==> src/rtl/stopwatch_pkg.sv <==
// Shared types and defaults for the stopwatch front-end controller.
package stopwatch_pkg;

  typedef enum logic [1:0] {
    IDLE    = 2'b00,
    RUNNING = 2'b01,
    PAUSED  = 2'b10,
    LAP     = 2'b11
  } sw_state_t;

  localparam int DEFAULT_DEBOUNCE_CYCLES = 1000000;
  localparam int DEFAULT_DB_W = 20;

endpackage

==> src/rtl/btn_debounce.sv <==
// Raw push-button conditioning: 2-FF synchronizer, debounce
// counter and a one-cycle press pulse on each accepted rising edge.
module btn_debounce #(
  parameter int DEBOUNCE_CYCLES = 1000000,
  parameter int DB_W = 20
) (
  input  logic clk,
  input  logic reset,
  input  logic btn_raw,
  output logic pressed
);

  localparam logic [DB_W-1:0] LAST = DB_W'(DEBOUNCE_CYCLES - 1);

  logic meta;
  logic s;
  logic deb;
  logic deb_q;
  logic p_q;
  logic [DB_W-1:0] cnt;

  always_ff @(posedge clk or posedge reset) begin
    if (reset) begin
      meta    <= 1'b0;
      s       <= 1'b0;
      deb     <= 1'b0;
      deb_q   <= 1'b0;
      p_q     <= 1'b0;
      pressed <= 1'b0;
      cnt     <= '0;
    end else begin
      meta <= btn_raw;
      s    <= meta;
      if (s == deb) begin
        cnt <= '0;
      end else if (cnt == LAST) begin
        deb <= s;
        cnt <= '0;
      end else begin
        cnt <= cnt + 1'b1;
      end
      deb_q <= deb;
      // Edge pulse leaves through two flops to meet the press latency.
      p_q     <= deb & ~deb_q;
      pressed <= p_q;
    end
  end

endmodule

==> src/rtl/stopwatch_ctrl.sv <==
// Stopwatch mode FSM: conditions three buttons and drives the digit
// counter's run, one-cycle clear and lap display freeze.
module stopwatch_ctrl
  import stopwatch_pkg::*;
#(
  parameter int DEBOUNCE_CYCLES = DEFAULT_DEBOUNCE_CYCLES,
  parameter int DB_W = DEFAULT_DB_W
) (
  input  logic       clk,
  input  logic       reset,
  input  logic       btn_start_stop,
  input  logic       btn_clear,
  input  logic       btn_lap,
  output logic       run,
  output logic       clear_cnt,
  output logic       display_freeze,
  output logic [1:0] state_o
);

  logic ss_p;
  logic clr_p;
  logic lap_p;
  logic take_clr;
  sw_state_t state;
  sw_state_t nxt;

  btn_debounce #(
    .DEBOUNCE_CYCLES(DEBOUNCE_CYCLES),
    .DB_W(DB_W)
  ) u_ss (
    .clk(clk),
    .reset(reset),
    .btn_raw(btn_start_stop),
    .pressed(ss_p)
  );

  btn_debounce #(
    .DEBOUNCE_CYCLES(DEBOUNCE_CYCLES),
    .DB_W(DB_W)
  ) u_clr (
    .clk(clk),
    .reset(reset),
    .btn_raw(btn_clear),
    .pressed(clr_p)
  );

  btn_debounce #(
    .DEBOUNCE_CYCLES(DEBOUNCE_CYCLES),
    .DB_W(DB_W)
  ) u_lap (
    .clk(clk),
    .reset(reset),
    .btn_raw(btn_lap),
    .pressed(lap_p)
  );

  // Highest-priority legal press wins; the rest are dropped.
  always_comb begin
    nxt      = state;
    take_clr = 1'b0;
    unique case (state)
      IDLE: begin
        if (clr_p) take_clr = 1'b1;
        else if (ss_p) nxt = RUNNING;
      end
      RUNNING: begin
        if (ss_p) nxt = PAUSED;
        else if (lap_p) nxt = LAP;
      end
      PAUSED: begin
        if (clr_p) begin
          nxt      = IDLE;
          take_clr = 1'b1;
        end else if (ss_p) begin
          nxt = RUNNING;
        end
      end
      LAP: begin
        if (ss_p) nxt = PAUSED;
        else if (lap_p) nxt = RUNNING;
      end
      default: nxt = IDLE;
    endcase
  end

  always_ff @(posedge clk or posedge reset) begin
    if (reset) begin
      state          <= IDLE;
      run            <= 1'b0;
      display_freeze <= 1'b0;
      clear_cnt      <= 1'b0;
    end else begin
      state          <= nxt;
      run            <= (nxt == RUNNING) || (nxt == LAP);
      display_freeze <= (nxt == LAP);
      clear_cnt      <= take_clr;
    end
  end

  assign state_o = state;

endmodule

==> config.mk <==
export PLATFORM = sky130hd
export DESIGN_NAME = stopwatch_ctrl
export DESIGN_NICKNAME = d
export VERILOG_FILES = /design/src/rtl/stopwatch_pkg.sv /design/src/rtl/btn_debounce.sv /design/src/rtl/stopwatch_ctrl.sv
export SDC_FILE = /design/constraint.sdc
export NUM_CORES = 1
export LEC_CHECK = 0
export BUFFER_PORTS_ARGS = -buffer_cell sky130_fd_sc_hd__buf_2
export CORE_MARGIN = 5
export CORE_UTILIZATION = 35
export DETAILED_ROUTE_END_ITERATION = 8
export PLACE_DENSITY = 0.64
export SYNTH_ARGS = -nofsm -noshare
export SYNTH_HDL_FRONTEND = slang
export SYNTH_SLANG_ARGS = --single-unit
==> constraint.sdc <==
create_clock -name clk -period 2.3 [get_ports clk]
set_input_delay 0.345 -clock clk [delete_from_list [all_inputs] [get_ports clk]]
set_output_delay 0.345 -clock clk [all_outputs]
set_load 0.01 [all_outputs]
; Word-level counts from Yosys, hierarchy flattened
; Cells that the tools add are included.
[word_totals]
regBits = 83
word_cells = 70
[op_classes]
add_sub_neg = 3
bitwise = 9
n_reduce_logical = 6
n_mux = 16
eq_ne = 11
[ops]
columns = op, n
row1 = two-way mux 20 bit, 6
row2 = adder 20 x 1 -> 20 bit (second input constant), 3
row3 = equality test 20 bit (second input constant), 3
row4 = two-way mux 2 bit, 7
row5 = case mux 2 bit (4 select lines), 1
row6 = equality test 2 bit (second input constant), 3
row7 = NOT 1 bit, 6
row8 = AND reduction 2 bit, 3
row9 = equality test 2 x 1 -> 1 bit (second input constant), 2
row10 = AND 1 bit, 3
row11 = equality test 1 bit, 3
row12 = logical NOT 2 bit, 1
row13 = two-way mux 1 bit, 2
row14 = OR reduction 2 bit, 1
row15 = logical OR 1 bit, 1

; Logic depth before layout (Yosys ltp)
[depth]
depth_word = 5
mapped_depth = 6

; Hierarchy
; From an unflattened synthesis, not the netlist that was laid out.
[unflattened]
hier_cells = 354
hier_area_um2 = 3875.0
[modules_own_cells]
columns = module, n_inst, area_each_um2, cells_per_inst
row1 = btn_debounce, 3, 1231.2, 112
row2 = stopwatch_ctrl, 1, 181.4, 18

; Worst setup path after synthesis
; OpenSTA, ideal clock, no wires.
[synth_timing]
path_kind = register -> register
startpoint = reg u_ss.cnt[12]
endpoint = reg u_ss.deb
setup_ns = 0.125
synth_period_minus_slack_ns = 2.077
slack_ns = 0.223
stages_incl_launch_ff = 5
arrival_time_ns = 1.952
cell_sequence = dfrtp_1 -> or4b_1 -> or4_4 -> nor2_1 -> mux2_2
[synth_between]
elab_chain_len = 2
[synth_rtl]
columns = element, line_no
row1 = from (decl), btn_debounce.sv:20  ; logic [DB_W-1:0] cnt;
row2 = from (signal assigned), btn_debounce.sv:40  ; cnt <= cnt + 1'b1;
row3 = equality test 20 bit, btn_debounce.sv:36  ; end else if (cnt == LAST) begin
row4 = AND reduction 2 bit (no source line), -
row5 = to (signal assigned), btn_debounce.sv:37  ; deb <= s;
row6 = to (decl), btn_debounce.sv:17  ; logic deb;
; Every way passes these cells.
; A chain may end at the register's enable or synchronous reset.

; Final worst setup path
[layout_timing]
startpoint = reg u_ss.cnt[13]
endpoint = reg u_ss.deb
; Same word-level chain as after synthesis.

==> reports/summary.log <==
[synthesis] Primary FF master, synth dfrtp_1
[clock_network] Resized Gates After CTS 0
[drt] post-detailed-route via-to-cell ratio 5.03
[clock_network] CTS Buffer Depth 2
[floorplan] vertical die dimension 113 µm
[drt] overall routed net length 6.49 mm
[grt] remaining global-route overflow 0
[floorplan] floorplan core area 0.0104 mm²
[floorplan] number of core rows 37
[grt] Global Route Usage Sum 10.9%
[sta] final sum of negative setup slack 0 ns
[worst_setup_path] endpoint class of the critical path flip-flop
[grt] initial antenna violation count 0
[worst_setup_path] data required time of the critical path 2.54 ns
[clock_network] number of levels in the clock H-tree 3
[synthesis] dominant combinational cell family by area after synthesis simple AND/OR/NAND/NOR gates
[placement] port buffer count 9
[synthesis] post-synthesis compound-gate area fraction 6.13%
[drt] post-detailed-route wirelength per cell 12.4 µm
[layout] layout overhead on the synthesized area 12.6%
[synthesis] most area-consuming cells after synthesis dfrtp_1 56%, xnor2_1 6.1%, nor2_1 5.0%, xor2_1 3.0%, nand3_1 2.8%
[synthesis] Yosys top cell by area dfrtp_1
[clock_network] Num CTS Buffers 9
[floorplan] horizontal die dimension 113 µm
[grt] wire length of the first global-routing pass 11.5 mm
[grt] maximum number of pins on one net before global-route repair 32
[sta] Worst-Margin Slew 0.660 ns
[sta] Final Critical Period 2.19 ns
[floorplan] number of top-level pins 10
[grt] Most Crowded Layer GR met2
[placement] total placed cells including tap cells 508
[clock_network] number of clock sinks seen by CTS 83
[worst_setup_path] crit path DAT 2.43 ns
[placement] Detail Placement HPWL 4.45 mm
[grt] GR met2 Demand/Resource 17.5%
[layout] fraction of final layout cells with drive strength greater than 1 12.9%
[worst_setup_path] Worst Setup Start Kind flip-flop
[synthesis] number of flops mapped to enable cells by yosys 0
[drt] number of nets with antenna violations after routing 0
[sta] setup repair after global routing missed its margin no
[synthesis] share of synthesized flip-flops with an asynchronous set or reset 100%
[drt] total number of vias 2635
[synthesis] warning count from the yosys run 0
[worst_setup_path] Max Fanout on Critical Path 5
[worst_setup_path] crit path launch u_ss.cnt[13]
[floorplan] starting density of the core 36.0%
[power] worst supply voltage drop on vdd 225 µV
[run] Max Cap Violations 0
[sta] Worst Clk Skew 0.0109 ns
[clock_network] clock insertion delay at the later pin of the skew report 0.36 ns
[layout] number of nets in the final layout 391
[worst_setup_path] Worst Path Class, Setup reg -> reg
[run_status] status complete, no violations
[synthesis] adder and majority gate portion of the synthesized area 1.01%
[grt] met1 track utilization from global routing 13.8%
[sta] fmax 457 MHz
[layout] ant diodes 0
[synthesis] average instance area after synthesis 10.4 µm²
[sta] worst slew margin relative to its limit 55.9%
[worst_setup_path] flop-to-flop setup slack 0.11 ns
[synthesis] most used standard cell by instance count after synthesis dfrtp_1
[sta] final number of hold-violating endpoints 0
[synthesis] flops & latches, synth 83
[power] power density of the placed cells 605 mW/mm²
[synthesis] count of distinct cell types in the synthesized netlist 38
[synthesis] Seq/Total Area, Yosys 55.6%
[clock_network] Post-CTS Setup Repair Bufs 0
[grt] GRT met3 Usage 3.32%
[synthesis] Simple-Gate Fraction of Synth Area 23.8%
[power] total power consumption of the routed design 2.55 mW
[synthesis] commonest cells in the netlist 83 x dfrtp_1, 50 x nor2_1, 26 x xnor2_1
[layout] post-route insts no fill 524
[grt] via count of the first global-routing pass 2609
[synthesis] area of the mapped netlist 0.00373 mm²
[power] Static Leak 1.73 nW
[worst_setup_path] Reg-to-Reg Start u_ss.cnt[13]
[synthesis] Gate Count Post-Synth 360
[drt] number of search-and-repair iterations in the first detailed-routing pass 4
[drt] DR iter-0 viols 178
[synthesis] total nets after synthesis 368
[clock_network] cts-stage hold buffer count 0
[synthesis] post-synthesis xor/xnor area fraction 9.15%
[clock_network] clock root buffer clkbuf_8
[floorplan] die outline area 0.0128 mm²
[clock_network] clock-pin slew reported for the worst setup and hold paths after clock tree synthesis 0.09 ns
[clock_network] TritonCTS clock tree done
[synthesis] area share of the leading cell type in the synthesized netlist 55.6%
[sta] Max Slew Vio Count 0
[drt] total DRC errors in the routed layout 0
[min_path] path type of the worst min-delay path in -> async
[synthesis] mux cell area share after synthesis 2.04%
[placement] final weighted congestion of routability-driven global placement 0.770
[sta] part of the cycle the worst path needs 95.2%
[layout] Fillers 1041
[sta] Finish-stage setup viols 0
-- placed cells by master (no fill, tap or decap), types with 2 or more instances in the layout --
| master | n |
|---|---|
| nor4b_1 | 2 |
| or4_1 | 6 |
| nor2_1 | 50 |
| mux2i_1 | 2 |
| nor4_1 | 9 |
| nand4_1 | 16 |
| and3_1 | 6 |
| clkinvlp_4 | 2 |
| ha_1 | 3 |
| or4b_1 | 2 |
| xnor2_1 | 26 |
| o31ai_1 | 4 |
| nor3_1 | 14 |
| and2_1 | 4 |
| buf_12 | 2 |
| nor2b_1 | 7 |
| nand2_1 | 17 |
| buf_4 | 7 |
| clkinv_4 | 4 |
| mux2_2 | 5 |
| nand3_1 | 21 |
| xor2_1 | 13 |
| inv_6 | 2 |
| a21oi_1 | 16 |
| or3_2 | 3 |
| inv_1 | 13 |
| o21ai_0 | 13 |
| dfrtp_1 | 83 |
| and4_1 | 2 |
| buf_2 | 9 |
| or3_1 | 5 |
| clkbuf_8 | 9 |
-- final timing paths --
check                         endpoint  depth (start not counted)
hold / removal               u_clr.deb                          2
setup / recovery              u_ss.deb                          4
setup reg to reg              u_ss.deb                          4
min in group clk            u_lap.meta                          1
hold reg to reg                u_lap.s                          0
max in group asynchronous  u_ss.cnt[6]                          3
-- critical path: stages, from the launching register on --
cell,delay (ns)
dfrtp_1,0.43
or4b_1,0.52
or4_4,0.52
nor2_1,0.24
mux2_2,0.36
-- where the power goes --
group	switching, mW	leakage, nW	internal, mW
clock network	0.561	0.0904	0.407
logic	0.0582	0.498	0.0285
registers	0.0154	1.14	1.48
total	0.634	1.73	1.91
-- layout make-up --
class | count | area [µm²] | area share [%]
clock inverters | 7 | 60.1 | 1.43
multi-input cells | 257 | 1580 | 37.6
clock buffers | 9 | 124 | 2.95
flip-flops and latches | 83 | 2080 | 49.4
well taps | 136 | 170 | 4.05
repair buffers | 18 | 138 | 3.27
inverters | 14 | 56.3 | 1.34
-- routing by layer --
| metal | part of all wire (%) | wire length (µm) |
|---|---|---|
| met3 | 3.4 | 219 |
| met1 | 48 | 3110 |
| met5 | 0 | 0 |
| met2 | 47 | 3030 |
| met4 | 1.8 | 118 |
-- cells by family (layout without fill, tap and decap cells) --
family	Yosys count	in the layout
multiplexers	7	7
XOR/XNOR	39	39
AND/OR/NAND/NOR	169	169
flip-flops	83	83
AO/OA/AOI/OAI	39	39
adder cells (fa/ha/maj)	3	3
buffers and inverters	20	48
-- per-stage QoR --
| step | util (%) | hold slack [ns] | area [µm²] | setup WS (ns) |
|---|---|---|---|---|
| 3_5_place_dp | 38.8 | 0.336 | 4020 | 0.145 |
| 5_1_grt | 40.5 | 0.0689 | 4200 | 0.0235 |
| 3_3_place_gp | 38.8 | 0.332 | 4020 | 0.180 |
| 6_report | 40.5 | 0.0664 | 4200 | 0.110 |
| 4_1_cts | 40.5 | 0.0727 | 4200 | 0.126 |
| 2_1_floorplan | - | 0.331 | 3740 | 0.223 |
-- registers in the layout (all words and copies together), names as in the netlist, 2 cells and up --
signal / flops
u_clr.cnt: 20
u_ss.cnt: 20
state_o: 2
u_lap.cnt: 20
Power figures use the tool's default switching activity.
